**config.mk**
```make
export PLATFORM = sky130hd
export DESIGN_NAME = demux_router
export DESIGN_NICKNAME = d
export VERILOG_FILES = /design/src/rtl/demux_router.sv
export SDC_FILE = /design/constraint.sdc
export NUM_CORES = 1
export LEC_CHECK = 0
export BUFFER_PORTS_ARGS = -buffer_cell sky130_fd_sc_hd__buf_2
export CAP_MARGIN = 20
export CORE_ASPECT_RATIO = 1.5
export CORE_UTILIZATION = 52
export CTS_BUF_LIST = sky130_fd_sc_hd__clkbuf_4
export DETAILED_ROUTE_END_ITERATION = 16
export HOLD_SLACK_MARGIN = 0.02
export PLACE_DENSITY = 0.89
export SYNTH_ARGS = -nofsm -noshare
export SYNTH_HDL_FRONTEND = slang
export SYNTH_SLANG_ARGS = --single-unit
export TNS_END_PERCENT = 1
```
**constraint.sdc**
```tcl
create_clock -name clk -period 2.5 [get_ports clk]
set_input_delay 0.125 -clock clk [delete_from_list [all_inputs] [get_ports clk]]
set_output_delay 0.125 -clock clk [all_outputs]
set_load 0.03 [all_outputs]
```
**src/rtl/demux_router.sv**
```systemverilog
// rtl/demux_router.sv - buffered lane router: in-order FIFO feeding a 4-lane demux with per-lane backpressure
module demux_router #(
  parameter int DATA_WIDTH = 4,
  parameter int FIFO_DEPTH = 4
) (
  input  logic                  clk,
  input  logic                  reset,
  input  logic                  push,
  input  logic [DATA_WIDTH-1:0] data_in,
  input  logic [3:0]            pausa,
  output logic                  full,
  output logic                  empty,
  output logic                  enb,
  output logic [DATA_WIDTH-1:0] data_out,
  output logic [1:0]            selector_out,
  output logic [1:0]            estado,
  output logic                  error
);

  localparam int PW = $clog2(FIFO_DEPTH);
  localparam int CW = $clog2(FIFO_DEPTH) + 1;

  typedef enum logic [1:0] {
    IDLE   = 2'b00,
    ACTIVO = 2'b01,
    PAUSA  = 2'b10
  } state_t;

  state_t                state;
  state_t                next_state;
  logic [DATA_WIDTH-1:0] mem [FIFO_DEPTH];
  logic [PW-1:0]         wr_ptr;
  logic [PW-1:0]         rd_ptr;
  logic [CW-1:0]         count;
  logic [DATA_WIDTH-1:0] head;
  logic [1:0]            head_lane;
  logic                  push_ok;
  logic                  pop;

  assign full      = (count == CW'(FIFO_DEPTH));
  assign empty     = (count == '0);
  assign head      = mem[rd_ptr];
  assign head_lane = head[DATA_WIDTH-1:DATA_WIDTH-2];
  assign push_ok   = push && !full;
  // Only the registered head is eligible, so a word written this edge can never bypass.
  assign pop       = !empty && !pausa[head_lane];
  assign enb       = (state == ACTIVO);
  assign estado    = state;

  always_ff @(posedge clk) begin
    if (push_ok) begin
      mem[wr_ptr] <= data_in;
    end
  end

  always_ff @(posedge clk or posedge reset) begin
    if (reset) begin
      wr_ptr       <= '0;
      rd_ptr       <= '0;
      count        <= '0;
      data_out     <= '0;
      selector_out <= '0;
      error        <= 1'b0;
    end else begin
      if (push_ok) begin
        wr_ptr <= (wr_ptr == PW'(FIFO_DEPTH - 1)) ? '0 : wr_ptr + PW'(1);
      end
      if (pop) begin
        rd_ptr       <= (rd_ptr == PW'(FIFO_DEPTH - 1)) ? '0 : rd_ptr + PW'(1);
        data_out     <= head;
        selector_out <= head_lane;
      end
      case ({push_ok, pop})
        2'b10:   count <= count + CW'(1);
        2'b01:   count <= count - CW'(1);
        default: count <= count;
      endcase
      // A drop is judged on the pre-edge full flag, so a same-edge pop cannot rescue it.
      if (push && full) begin
        error <= 1'b1;
      end
    end
  end

  always_ff @(posedge clk or posedge reset) begin
    if (reset) begin
      state <= IDLE;
    end else begin
      state <= next_state;
    end
  end

  always_comb begin
    next_state = IDLE;
    if (pop) begin
      next_state = ACTIVO;
    end else if (!empty) begin
      next_state = PAUSA;
    end
  end

endmodule
```
Word-level counts from Yosys, hierarchy flattened --
Memory sizes are Yosys's and may differ from the RTL's. Cells that the tools add are included.
Word-level totals: register bits 16, RAM bits 16, input bits 11, output and inout bits 12, logic and storage cells 36, memories kept 1
Memory list:
- mem | depth 4, bits a word 4, rd ports 1, clocked after Yosys merged registers in 0, wr ports 1, RTL line 31 | logic [DATA_WIDTH-1:0] mem [FIFO_DEPTH];
Operators by class: add/sub/neg operators 4, order comparisons 1, equality and inequality tests 6, multiplexer cells 9, reduce and logical (&&, ||, !) cells 8
Operators with widths (number):
- $mux W2 | 4
- $eq A2 B2 Y1 const B | 3
- $pmux W3 S2 | 1
- $add A2 B1 Y2 const B | 2
- $eq A2 B1 Y1 const B | 2
- $add A3 B1 Y3 const B | 1
- $eq A3 B3 Y1 const B | 1
- $logic_and A1 B1 Y1 | 3
- $logic_not A1 Y1 | 3
- $logic_not A3 Y1 | 1
- $lt A2 B3 Y1 const B | 1
- $mux W1 | 3
- $sub A3 B1 Y3 const B | 1
- $bmux W1 S2 | 1
- $reduce_bool A2 Y1 | 1

Longest topological paths before layout --
An unclocked memory read counts as a cell.
word-level depth 7, mapped depth 11, gate-level depth less buffers 11

Least setup slack after synthesis --
OpenSTA, ideal clock, no wires.
kind reg-to-reg, from register rd_ptr[0], to register count[2], library setup time 125 ps, data arrival time 2390 ps, required time 2375 ps, setup slack -15 ps, stages on the path, launching flop included 12, buffers on the path 1, period minus slack after synthesis 2515 ps, path through dfrtp_1 > buf_6 > mux4_2 > mux2i_4 > a22oi_4 > inv_1 > ha_1 > inv_1 > fa_1 > xor2_1 > nor2_1 > xor2_1
On the way: cells in the longest elaborated chain, start to end 7, elaborated cells on any way between the ends 9, those cells by class eq/ne: 2; mux: 3; reduce/logical: 3; memory: 1
Ends and longest elaborated chain:
- start: declaration | RTL line 33 | logic [PW-1:0] rd_ptr;
- start signal: assignment | RTL line 69 | rd_ptr <= (rd_ptr == PW'(FIFO_DEPTH - 1)) ? '0 : rd_ptr + PW'(1);
- $mem_v2 Z4 W4 (*)
- $bmux W1 S2 (*) | RTL line 46 | assign pop = !empty && !pausa[head_lane];
- $mux W1 (not written as such) (*) | RTL line 46
- $logic_not A1 Y1 (*) | RTL line 46
- $logic_and A1 B1 Y1 (*) | RTL line 46
- $eq A2 B1 Y1 or $eq A2 B2 Y1 (tied branches) | RTL line 73 | case ({push_ok, pop})
- $pmux W3 S2 or $reduce_bool A2 Y1 (tied branches)
- end signal: assignment | RTL line 74 | 2'b10: count <= count + CW'(1);
- end signal: assignment | RTL line 75 | 2'b01: count <= count - CW'(1);
- end signal: assignment | RTL line 76 | default: count <= count;
- end: declaration | RTL line 34 | logic [CW-1:0] count;
Every way passes the cells marked *; elsewhere a longest branch is shown, timed or not. The select of a mux whose other input is x is not followed. A chain may end at the register's enable or synchronous reset.

Final worst setup path --
Same ends and word-level chain as after synthesis.

==> key figures <==
Setup path
  • Critical Path RT: around 2.8 ns
  • CP Buf/Inv Count: 2
  • Crit-path slowest cell: mux4_2
  • Top delay family on crit path: multiplexers
  • CP Max Fanout: 3
  • Setup crit end kind: flip-flop
  • Slowest stage delay, CP: 0.61 ns
  • CP arrival: approximately 2.7 ns
  • Crit start category: flip-flop
  • Cell chain of the critical path: mux4_2, mux2i_4, a22oi_4, inv_2, ha_4, inv_2, fa_2, xor2_1, nor2_1, xor2_1
  • Setup Crit Path Kind: reg -> reg

Logic synthesis
  • Post-synthesis async set-or-reset flop share: between 40% and 50%
  • Ranking of synthesized cells by area: edfxtp_1 (34%), dfrtp_1 (25%), ha_1 (5.4%)
  • Number of library cell types mapped by synthesis: 26
  • Mapped cell area: between 1000 and 1500 µm²
  • Synth top cells by count: edfxtp_1 (16), dfrtp_1 (14), inv_1 (9), ha_1 (6)
  • Sequential cell area fraction in the yosys report: 59.6%
  • #FFs+latches synth: 30
  • Gate Count Post-Synth: 85
  • Syn nets: just over 100
  • Post-synth top area cell: edfxtp_1
  • Post-synth top flop: edfxtp_1
  • EDFF count, synth: 16
  • Top-count cell post-synth: edfxtp_1
  • Yosys Warn Count: 0
  • Syn avg cell area: 16.4 µm²
  • Synth top area share: 34.5%

Clock tree
  • Root buffer cell: clkbuf_4
  • Clock sink count: 30
  • CTS tree: built
  • Clk Latency, worst-skew pair: 0.31 ns
  • Max clock buf depth: 2
  • CTS Buf Count: 5
  • H-Tree Depth: 2
  • Reg clk slew, reported paths: around 0.090 ns

Detailed routing
  • DR pass1 iterations: 10
  • Drt drc: 2
  • Via-to-Cell Ratio: between 4 and 5
  • Post-route ant nets: 0
  • Vias: ~770
  • Wirelength, routed: between 2000 and 2500 µm
  • DR WL/cell: roughly 14 µm
  • Initial DRC Count: 11

Floorplan
  • Io pins: 23
  • Die width: roughly 44 µm
  • Die H: between 60 and 70 µm
  • Starting density of the core: around 56%
  • FP Rows: 22
  • Core Footprint: roughly 2500 µm²
  • Die footprint: between 2000 and 3000 µm²

Place
  • HPWL after DPL: 1620 µm
  • PortBufs: 22
  • Routability cong.: approximately 0.8
  • Placed cells: ~140

Finish
  • Layout cells sized above 1: 43.9%
  • Final Non-Filler Cells: ~160
  • Antenna cells: 0
  • Area delta synth->final: 21.5%
  • Layout net count: 140
  • Core Util, Final: roughly two thirds

Worst hold path
  • Hold WC Path Type: in -> reg

Run status
  • Status: finished, violations left
  • Failing checks: design-rule violations

Global route
  • Total track usage: 17.5%
  • Vias in the first global route: 829
  • Initial antenna violation count: 0
  • First-pass GRT wire length: between 3000 and 4000 µm
  • Total grt overflow: 0
  • Largest net degree at the start of global routing: 15

Timing
  • Tmin final: between 2 and 2.5 ns
  • Rel. slew slack: a little under two thirds
  • Max frequency: roughly 410 MHz
  • Period utilization: between 90% and 100%
  • Least-Margin Pin Slew: approximately 0.55 ns
  • Final setup viols: 0
  • Clock skew: between 0.002 and 0.003 ns
  • Max-slew violations: 0
  • Final hold violations: 0

Power
  • Power Total: 2360 µW
  • VDD IR max: between 600 and 700 µV
  • P_leak: between 0.0007 and 0.0008 µW
  • Pwr Density: between 1000 and 1500 nW/µm²

Job
  • Max cap viols: 0
## placed cells by master (no fill, tap or decap), types with 3 or more instances in the layout
cell	instances
mux2_4	4
dfrtp_1	14
and2_1	4
nor2_1	3
clkbuf_4	6
buf_2	22
ha_1	5
edfxtp_1	16
inv_1	7
nor2b_1	3
buf_4	5
dlygate4sd3_1	4
## worst register-to-register path, stage by stage (launching register included)
cell     delay (ns)
dfrtp_1        0.40
mux4_2         0.61
mux2i_4        0.28
a22oi_4        0.08
inv_2          0.08
ha_4           0.13
inv_2          0.04
fa_2           0.32
xor2_1         0.15
nor2_1         0.12
xor2_1         0.14
## timing repair
action                                  CTS  global route
pin swaps                                 0             3
hold buffers                              4             0
buffers inserted                          1             2
endpoints found under the setup margin    1             1
gates resized for setup                   0             6
endpoints found under the hold margin    23             0
## routing by layer
layer	global-route usage, %	vias up	part of all wire, %
met2	29.4	20	54
met1	18.3	371	39
met3	3.85	6	4.3
met4	13.3	0	2.8
li1	-	374	-
met5	0	-	0
## layout make-up
type	count	area, µm²
flip-flops and latches	30	831
fillers	180	811
multi-input cells	43	520
repair buffers	33	210
clock buffers	6	45.0
well taps	36	45.0
inverters	9	33.8
clock inverters	2	8.76
## cells by family after synthesis
| logic type | synth area share, % |
|---|---|
| AO/OA/AOI/OAI | 4.04 |
| multiplexers | 17.6 |
| XOR/XNOR | 1.89 |
| adder cells (fa/ha/maj) | 6.82 |
| AND/OR/NAND/NOR | 5.75 |
| flip-flops | 59.6 |
| buffers and inverters | 4.31 |
## state kept, by name, summed over array words and instances (netlist names)
name and count:
mem 16, data_out 4, count 3, estado 2, rd_ptr 2, wr_ptr 2
error 1
## final timing paths
kind                                             from                      end  slack, ns  depth (start not counted)
max in group asynchronous                       reset  data_out[3]$_DFFE_PP0P_       1.75                          3
worst max-delay path            rd_ptr[0]$_DFFE_PP0P_     count[2]$_DFFE_PP0P_       0.08                         10
worst min-delay path                       data_in[3]      mem[0][3]$_DFFE_PP_       0.04                          1
worst max register to register  rd_ptr[0]$_DFFE_PP0P_     count[2]$_DFFE_PP0P_       0.08                         10
worst min register to register      error$_DFFE_PP0P_        error$_DFFE_PP0P_       0.45                          1
min in group asynchronous                       reset    rd_ptr[0]$_DFFE_PP0P_       0.39                          3
## metrics by stage
| step | worst slack, ns | area, µm² | setup TNS (ns) | hold slack, ns |
|---|---|---|---|---|
| 2_1_floorplan | -0.00417 | 1400 | -0.00417 | 0.0142 |
| 3_3_place_gp | 0.0754 | 1560 | 0 | 0.199 |
| 3_5_place_dp | -0.0561 | 1560 | -0.0561 | 0.204 |
| 4_1_cts | 0.0232 | 1660 | 0 | 0.0260 |
| 5_1_grt | -0.00155 | 1690 | -0.00155 | 0.0249 |
| 6_report | 0.0832 | 1690 | 0 | 0.0417 |
## where the power goes
part	internal [µW]	leakage, µW	total, µW	switching, µW
Clock	116	0.0000331	270	154
Sequential	707	0.000310	809	102
Combinational	637	0.000419	1280	643
Total	1460	0.000762	2360	899
Note: power is estimated with default switching activity, not from simulation.
